--- src/rtl/run_sequencer.sv ---
// Run controller for the 9-bit core: Start/Ack handshake, PC init,
// per-instruction enable gating, load stall, run counters and watchdog.
module run_sequencer #(
  parameter logic [15:0] MAX_CYCLES = 16'hFFFF
) (
  input  logic        clk_i,
  input  logic        rst_i,
  input  logic        start_i,
  input  logic        halt_i,
  input  logic        dec_load_i,
  input  logic        dec_reg_wr_i,
  input  logic        dec_mem_wr_i,
  output logic        pc_init_o,
  output logic        pc_en_o,
  output logic        reg_wr_en_o,
  output logic        mem_wr_en_o,
  output logic        load_sel_o,
  output logic        ack_o,
  output logic        timeout_o,
  output logic [15:0] cycle_ct_o,
  output logic [15:0] inst_ct_o
);

  typedef enum logic [2:0] {
    IDLE,
    INIT,
    EXEC,
    LDWAIT,
    DONE
  } state_e;

  state_e      state_q, state_d;
  logic        ack_q, ack_d;
  logic        to_q, to_d;
  logic [15:0] cyc_q, cyc_d;
  logic [15:0] inst_q, inst_d;
  logic [15:0] cyc_inc;
  logic        retire;

  // Enables are killed while reset is high so an in-flight write never lands.
  always_comb begin
    pc_init_o   = 1'b0;
    pc_en_o     = 1'b0;
    reg_wr_en_o = 1'b0;
    mem_wr_en_o = 1'b0;
    load_sel_o  = 1'b0;
    if (!rst_i) begin
      unique case (state_q)
        INIT: pc_init_o = 1'b1;
        EXEC: begin
          if (!halt_i && !dec_load_i) begin
            pc_en_o     = 1'b1;
            reg_wr_en_o = dec_reg_wr_i;
            mem_wr_en_o = dec_mem_wr_i;
          end
        end
        LDWAIT: begin
          pc_en_o     = 1'b1;
          reg_wr_en_o = 1'b1;
          load_sel_o  = 1'b1;
        end
        default: ;
      endcase
    end
  end

  assign cyc_inc = cyc_q + 16'd1;
  assign retire  = (state_q == LDWAIT) ||
                   ((state_q == EXEC) && !halt_i && !dec_load_i);

  always_comb begin
    state_d = state_q;
    ack_d   = ack_q;
    to_d    = to_q;
    cyc_d   = cyc_q;
    inst_d  = inst_q;
    if (start_i) begin
      state_d = INIT;
      ack_d   = 1'b0;
      to_d    = 1'b0;
      cyc_d   = 16'd0;
      inst_d  = 16'd0;
    end else begin
      unique case (state_q)
        IDLE: ;
        INIT: state_d = EXEC;
        EXEC, LDWAIT: begin
          cyc_d = cyc_inc;
          if (retire) inst_d = inst_q + 16'd1;
          if (state_q == LDWAIT) state_d = EXEC;
          else if (halt_i)       state_d = DONE;
          else if (dec_load_i)   state_d = LDWAIT;
          // Watchdog overrides whatever the instruction asked for.
          if (cyc_inc == MAX_CYCLES) begin
            state_d = DONE;
            to_d    = 1'b1;
          end
          ack_d = (state_d == DONE);
        end
        DONE: ;
        default: state_d = IDLE;
      endcase
    end
  end

  always_ff @(posedge clk_i) begin
    if (rst_i) begin
      state_q <= IDLE;
      ack_q   <= 1'b0;
      to_q    <= 1'b0;
      cyc_q   <= 16'd0;
      inst_q  <= 16'd0;
    end else begin
      state_q <= state_d;
      ack_q   <= ack_d;
      to_q    <= to_d;
      cyc_q   <= cyc_d;
      inst_q  <= inst_d;
    end
  end

  assign ack_o      = ack_q;
  assign timeout_o  = to_q;
  assign cycle_ct_o = cyc_q;
  assign inst_ct_o  = inst_q;

endmodule

--- config.mk ---
export PLATFORM = sky130hd
export DESIGN_NAME = run_sequencer
export DESIGN_NICKNAME = d
export VERILOG_FILES = /design/src/rtl/run_sequencer.sv
export SDC_FILE = /design/constraint.sdc
export NUM_CORES = 1
export LEC_CHECK = 0
export BUFFER_PORTS_ARGS = -buffer_cell sky130_fd_sc_hd__clkbuf_2
export CAP_MARGIN = 20
export CORE_ASPECT_RATIO = 0.75
export CORE_MARGIN = 8
export CORE_UTILIZATION = 39
export DETAILED_ROUTE_END_ITERATION = 16
export GPL_TIMING_DRIVEN = 0
export HOLD_SLACK_MARGIN = 0.1
export PLACE_DENSITY = 0.66
export SLEW_MARGIN = 20
export SYNTH_ARGS = -nofsm -noshare
export SYNTH_HDL_FRONTEND = slang
export SYNTH_SLANG_ARGS = --single-unit
--- constraint.sdc ---
create_clock -name clk_i -period 4.9 [get_ports clk_i]
set_input_delay 0.245 -clock clk_i [delete_from_list [all_inputs] [get_ports clk_i]]
set_output_delay 0.245 -clock clk_i [all_outputs]
set_load 0.005 [all_outputs]
# [After elaboration in Yosys (flattened, before gate mapping)]
# Cells that the tools add are included.
# W data, S select, Z words.
[word_totals] ff_bits=37 in_bits=7 out_inout_bits=39 wordCells=48
[op_classes] n_addsub=2 n_eq_ne=7 muxes=21 reduce_logical=12
[op_table] cell="$add A16 B1 Y16 const B" n=2
[op_table] cell="$mux W3" n=6
[op_table] cell="$eq A16 B16 Y1 const B" n=1
[op_table] cell="$mux W1" n=12
[op_table] cell="$pmux W3 S3" n=1
[op_table] cell="$eq A3 B2 Y1 const B" n=2
[op_table] cell="$eq A3 B3 Y1 const B" n=2
[op_table] cell="$reduce_or A2 Y1" n=3
[op_table] cell="$pmux W1 S2" n=2
[op_table] cell="$reduce_and A2 Y1" n=2
[op_table] cell="$eq A3 B1 Y1 const B" n=1
[op_table] cell="$logic_and A1 B1 Y1" n=3
[op_table] cell="$logic_not A3 Y1" n=1
[op_table] cell="$logic_not A1 Y1" n=2
[op_table] cell="$ne A2 B1 Y1 const B" n=1
[op_table] cell="$logic_or A1 B1 Y1" n=1

# [Depth between registers and ports, before layout]
[depth] word_depth=8 ltp_mapped=7 depth_no_buf=6

# [Worst setup path before layout]
# OpenSTA, ideal clock, no wires.
[synth_timing] kind="register -> register" startpoint="register cyc_q[1], in the netlist cycle_ct_o[1]" endpoint="register state_q[1]" setup_ns=0.136 t_arrival_ns=1.678 required_ns=4.764 path_slack_ns=3.085 path_stages_with_launch=6 path_buffers=0 synth_period_minus_slack_ns=1.815 cell_sequence="dfxtp_1 ha_1 xnor2_1 or4_4 nor4b_4 a2111oi_0"
[synth_via] elab_chain_len=6
[synth_lines] element="from (decl)" line_no="35" rtl="logic [15:0] cyc_q, cyc_d;"
[synth_lines] element="from (signal assigned)" line_no="117" rtl="cyc_q <= cyc_d;"
[synth_lines] element="$add A16 B1 Y16" line_no="67" rtl="assign cyc_inc = cyc_q + 16'd1;"
[synth_lines] element="$eq A16 B16 Y1" line_no="94" rtl="if (cyc_inc == MAX_CYCLES) begin"
[synth_lines] element="$mux W3" line_no="94"
[synth_lines] element="$mux W3" line_no="84" rtl="unique case (state_q)"
[synth_lines] element="$mux W3" line_no="77" rtl="if (start_i) begin"
[synth_lines] element="$pmux W3 S3" line_no="84"
[synth_lines] element="to (signal assigned)" line_no="114" rtl="state_q <= state_d;"
[synth_lines] element="to (decl)" line_no="32" rtl="state_e state_q, state_d;"
# Every way passes these cells. The select of a mux whose other input is x is not followed.
# A chain may end at the register's enable or synchronous reset.

# [Worst setup path after layout]
[layout_timing] startpoint="register state_q[1]" endpoint="output reg_wr_en_o"
[layout_via] elab_chain_len=3 elab_cells_between_ends=4 classes_between="2 x eq/ne; 2 x mux"
[layout_lines] element="$eq A3 B2 Y1" line_no="48" rtl="unique case (state_q)"
[layout_lines] element="$pmux W1 S2 *" line_no="48"
[layout_lines] element="$mux W1 *" line_no="47" rtl="if (!rst_i) begin"
[layout_lines] element="to (decl)" line_no="15" rtl="output logic reg_wr_en_o,"
# Mark *: on every way between the ends. The rest lies on a longest branch, timed or not.

==> impl_metrics.env <==
export IMPL_post_route_period_util_pct=44.1
export IMPL_power_mw=0.637
export IMPL_fin_util_pct=50.4
export IMPL_ys_top_cells_by_area="dfxtp_1, xnor2_1, nor2_1"
export IMPL_cpPeakStageDelay_ps=410
export IMPL_antenna_found_initial=0
export IMPL_cp_start_kind="flop"
export IMPL_cp_top_family="simple AND/OR/NAND/NOR gates"
export IMPL_clkSlewWorstSetupHoldPaths_ps=80
export IMPL_cts_tree="done"
export IMPL_cap_violations=0
export IMPL_final_setup_tns_ps=0
export IMPL_cts_inserted_buffers=5
export IMPL_syn2layout_area_growth_pct=23.3
export IMPL_routabilityCongestion=0.828
export IMPL_final_setup_viol_count=0
export IMPL_grt_first_pass_wirelength_mm=7.07
export IMPL_drt_iter0_drc=65
export IMPL_die_area_um2=7220
export IMPL_io_buffers=45
export IMPL_seq_area_frac_synth_pct=40.1
export IMPL_layout_cells_non_filler=329
export IMPL_skew_ps=4.42
export IMPL_postCtsHoldBufs=0
export IMPL_ys_warn_count=0
export IMPL_nets=281
export IMPL_cts_resized=0
export IMPL_yosys_area_top_type_share_pct=40.1
export IMPL_post_synth_top_count_cell="dfxtp_1"
export IMPL_pre_cts_ws_ps=2830
export IMPL_start_util_pct=40.9
export IMPL_overflow=0
export IMPL_cts_setup_buffers=0
export IMPL_status="finished, final reports clean"
export IMPL_row_count=21
export IMPL_drcViolationCount=0
export IMPL_cp_max_fo=10
export IMPL_crit_buf_inv=2
export IMPL_relSlewSlack_pct=64.6
export IMPL_root_buffer="clkbuf_8"
export IMPL_arrival_ps=1920
export IMPL_async_flop_share_pct=0
export IMPL_finalWirelength_mm=4.46
export IMPL_synth_common_cells="dfxtp_1, nor2_1, xnor2_1"
export IMPL_wl_per_cell_um=13.6
export IMPL_yosysUniqueCellTypes=42
export IMPL_syn_area_um2=1850
export IMPL_grt_pass1_vias=1460
export IMPL_cts_sinks=37
export IMPL_avgViaCountPerCell=5.16
export IMPL_synth_main_ff_cell="dfxtp_1"
export IMPL_synth_cells=219
export IMPL_fin_ws_ps=2740
export IMPL_max_freq_mhz=463
export IMPL_dp_hpwl_mm=3.37
export IMPL_hp_class="input port to flop"
export IMPL_nFillCells=465
export IMPL_slowest_stage="dfxtp_1"
export IMPL_htree_num_levels=2
export IMPL_synth_edf_count=0
export IMPL_syn_num_nets=229
export IMPL_power_per_cell_area_nw_per_um2=279
export IMPL_vias=1697
export IMPL_ys_ff_latch=37
export IMPL_clock_latency_ps=280
export IMPL_dr_pass1_iters=4
export IMPL_placed_cells=321
export IMPL_hold_viol_final=0
export IMPL_fp_coreArea_um2=4520
export IMPL_drive_gt1_share_pct=24.3
export IMPL_endpoint_kind="primary output"
export IMPL_grt_max_degree=13
export IMPL_tightest_slew_ps=530
export IMPL_grt_setup_unrepaired="no"
export IMPL_criticalPathCategory="flop to primary output"
export IMPL_drv_slew=0
export IMPL_die_h_um=75.6
export IMPL_yosysTopAreaCell="dfxtp_1"
export IMPL_antenna_cells=0
export IMPL_grt_util_all_layers_pct=12.3
export IMPL_required_ps=4660
export IMPL_clockBufferDepth=2
export IMPL_path_cells="and2b_1, clkbuf_1, nand2_1, nor4_1, clkbuf_2"
export IMPL_period_minus_slack_ps=2160
export IMPL_ir_drop_mv=0.149
export IMPL_power_leakage_nw=0.871
export IMPL_syn_area_per_cell_um2=8.44
export IMPL_postRouteAntennaNets=0
export IMPL_die_x_um=95.5
export IMPL_io_pins=46
==> cells by family after synthesis <==
| family | synth area share, % |
|---|---|
| simple gates | 33.0 |
| flops | 40.1 |
| xor+xnor | 13.3 |
| compound gates | 7.85 |
| buf+inv | 3.79 |
| fa+ha+maj | 2.03 |
==> flip-flops by register name, indices dropped and copies added, names as in the netlist <==
| signal | flops |
|---|---|
| ack_o | 1 |
| cycle_ct_o | 16 |
| inst_ct_o | 16 |
| state_q | 3 |
| timeout_o | 1 |
==> placed cells by master, fill, tap and decap left out, drive strengths merged, types with 4 or more instances in the layout <==
cell type and count:
clkbuf 55, dfxtp 37, nor2 35, xnor2 21
nand2 18, nor3 13, nand3 11, a21oi 9
inv 8, nand4 8, xor2 7, o21ai 4
or3 4, nor4 4
==> worst paths after layout <==
path                      start          end  slack [ps]  cells past startpoint
setup reg to reg  cycle_ct_o[1]   state_q[1]        2810                      6
setup / recovery     state_q[1]  reg_wr_en_o        2740                      5
hold reg to reg       timeout_o    timeout_o         480                      1
hold / removal          start_i   state_q[0]         230                      3
==> worst register-to-register path: stages, from the launching register on <==
cell and delay, ps:
dfxtp_1 490, ha_1 330, nand4_1 180, nor3_1 250
xor2_1 260, nor4b_4 310, a2111oi_0 140
==> cell type report <==
class                           count  area (um^2)  share of cell area [%]
Timing Repair Buffer               45          225                    9.88
Sequential cell                    37          741                    32.5
Inverter                            8         30.0                    1.32
Buffer                              8         40.0                    1.76
Tap cell                           57         71.3                    3.13
Clock buffer                        5         68.8                    3.02
Multi-Input combinational cell    166         1040                    45.5
Clock inverter                      3         65.1                    2.86
==> through the flow <==
| stage | hold slack (ps) | instance area (um^2) |
|---|---|---|
| final | 226 | 2280 |
| after global routing | 238 | 2280 |
| after CTS | 215 | 2280 |
| after detailed placement | 467 | 2140 |
| after global placement | 464 | 2140 |
| after floorplan | 344 | 1850 |
==> where the power goes <==
part           switching, mW  internal, mW  total (mW)
Clock                  0.110         0.202       0.312
Sequential           0.00202         0.302       0.304
Combinational         0.0135       0.00688      0.0204
==> routing by layer <==
layer	up-vias	share of wire [%]	GRT usage (%)
met5	-	0	0
met2	39	41	17.0
li1	871	-	-
met4	0	0.45	3.57
met3	2	7.7	3.74
met1	785	51	17.8
Note: power is estimated with default switching activity, not from simulation.
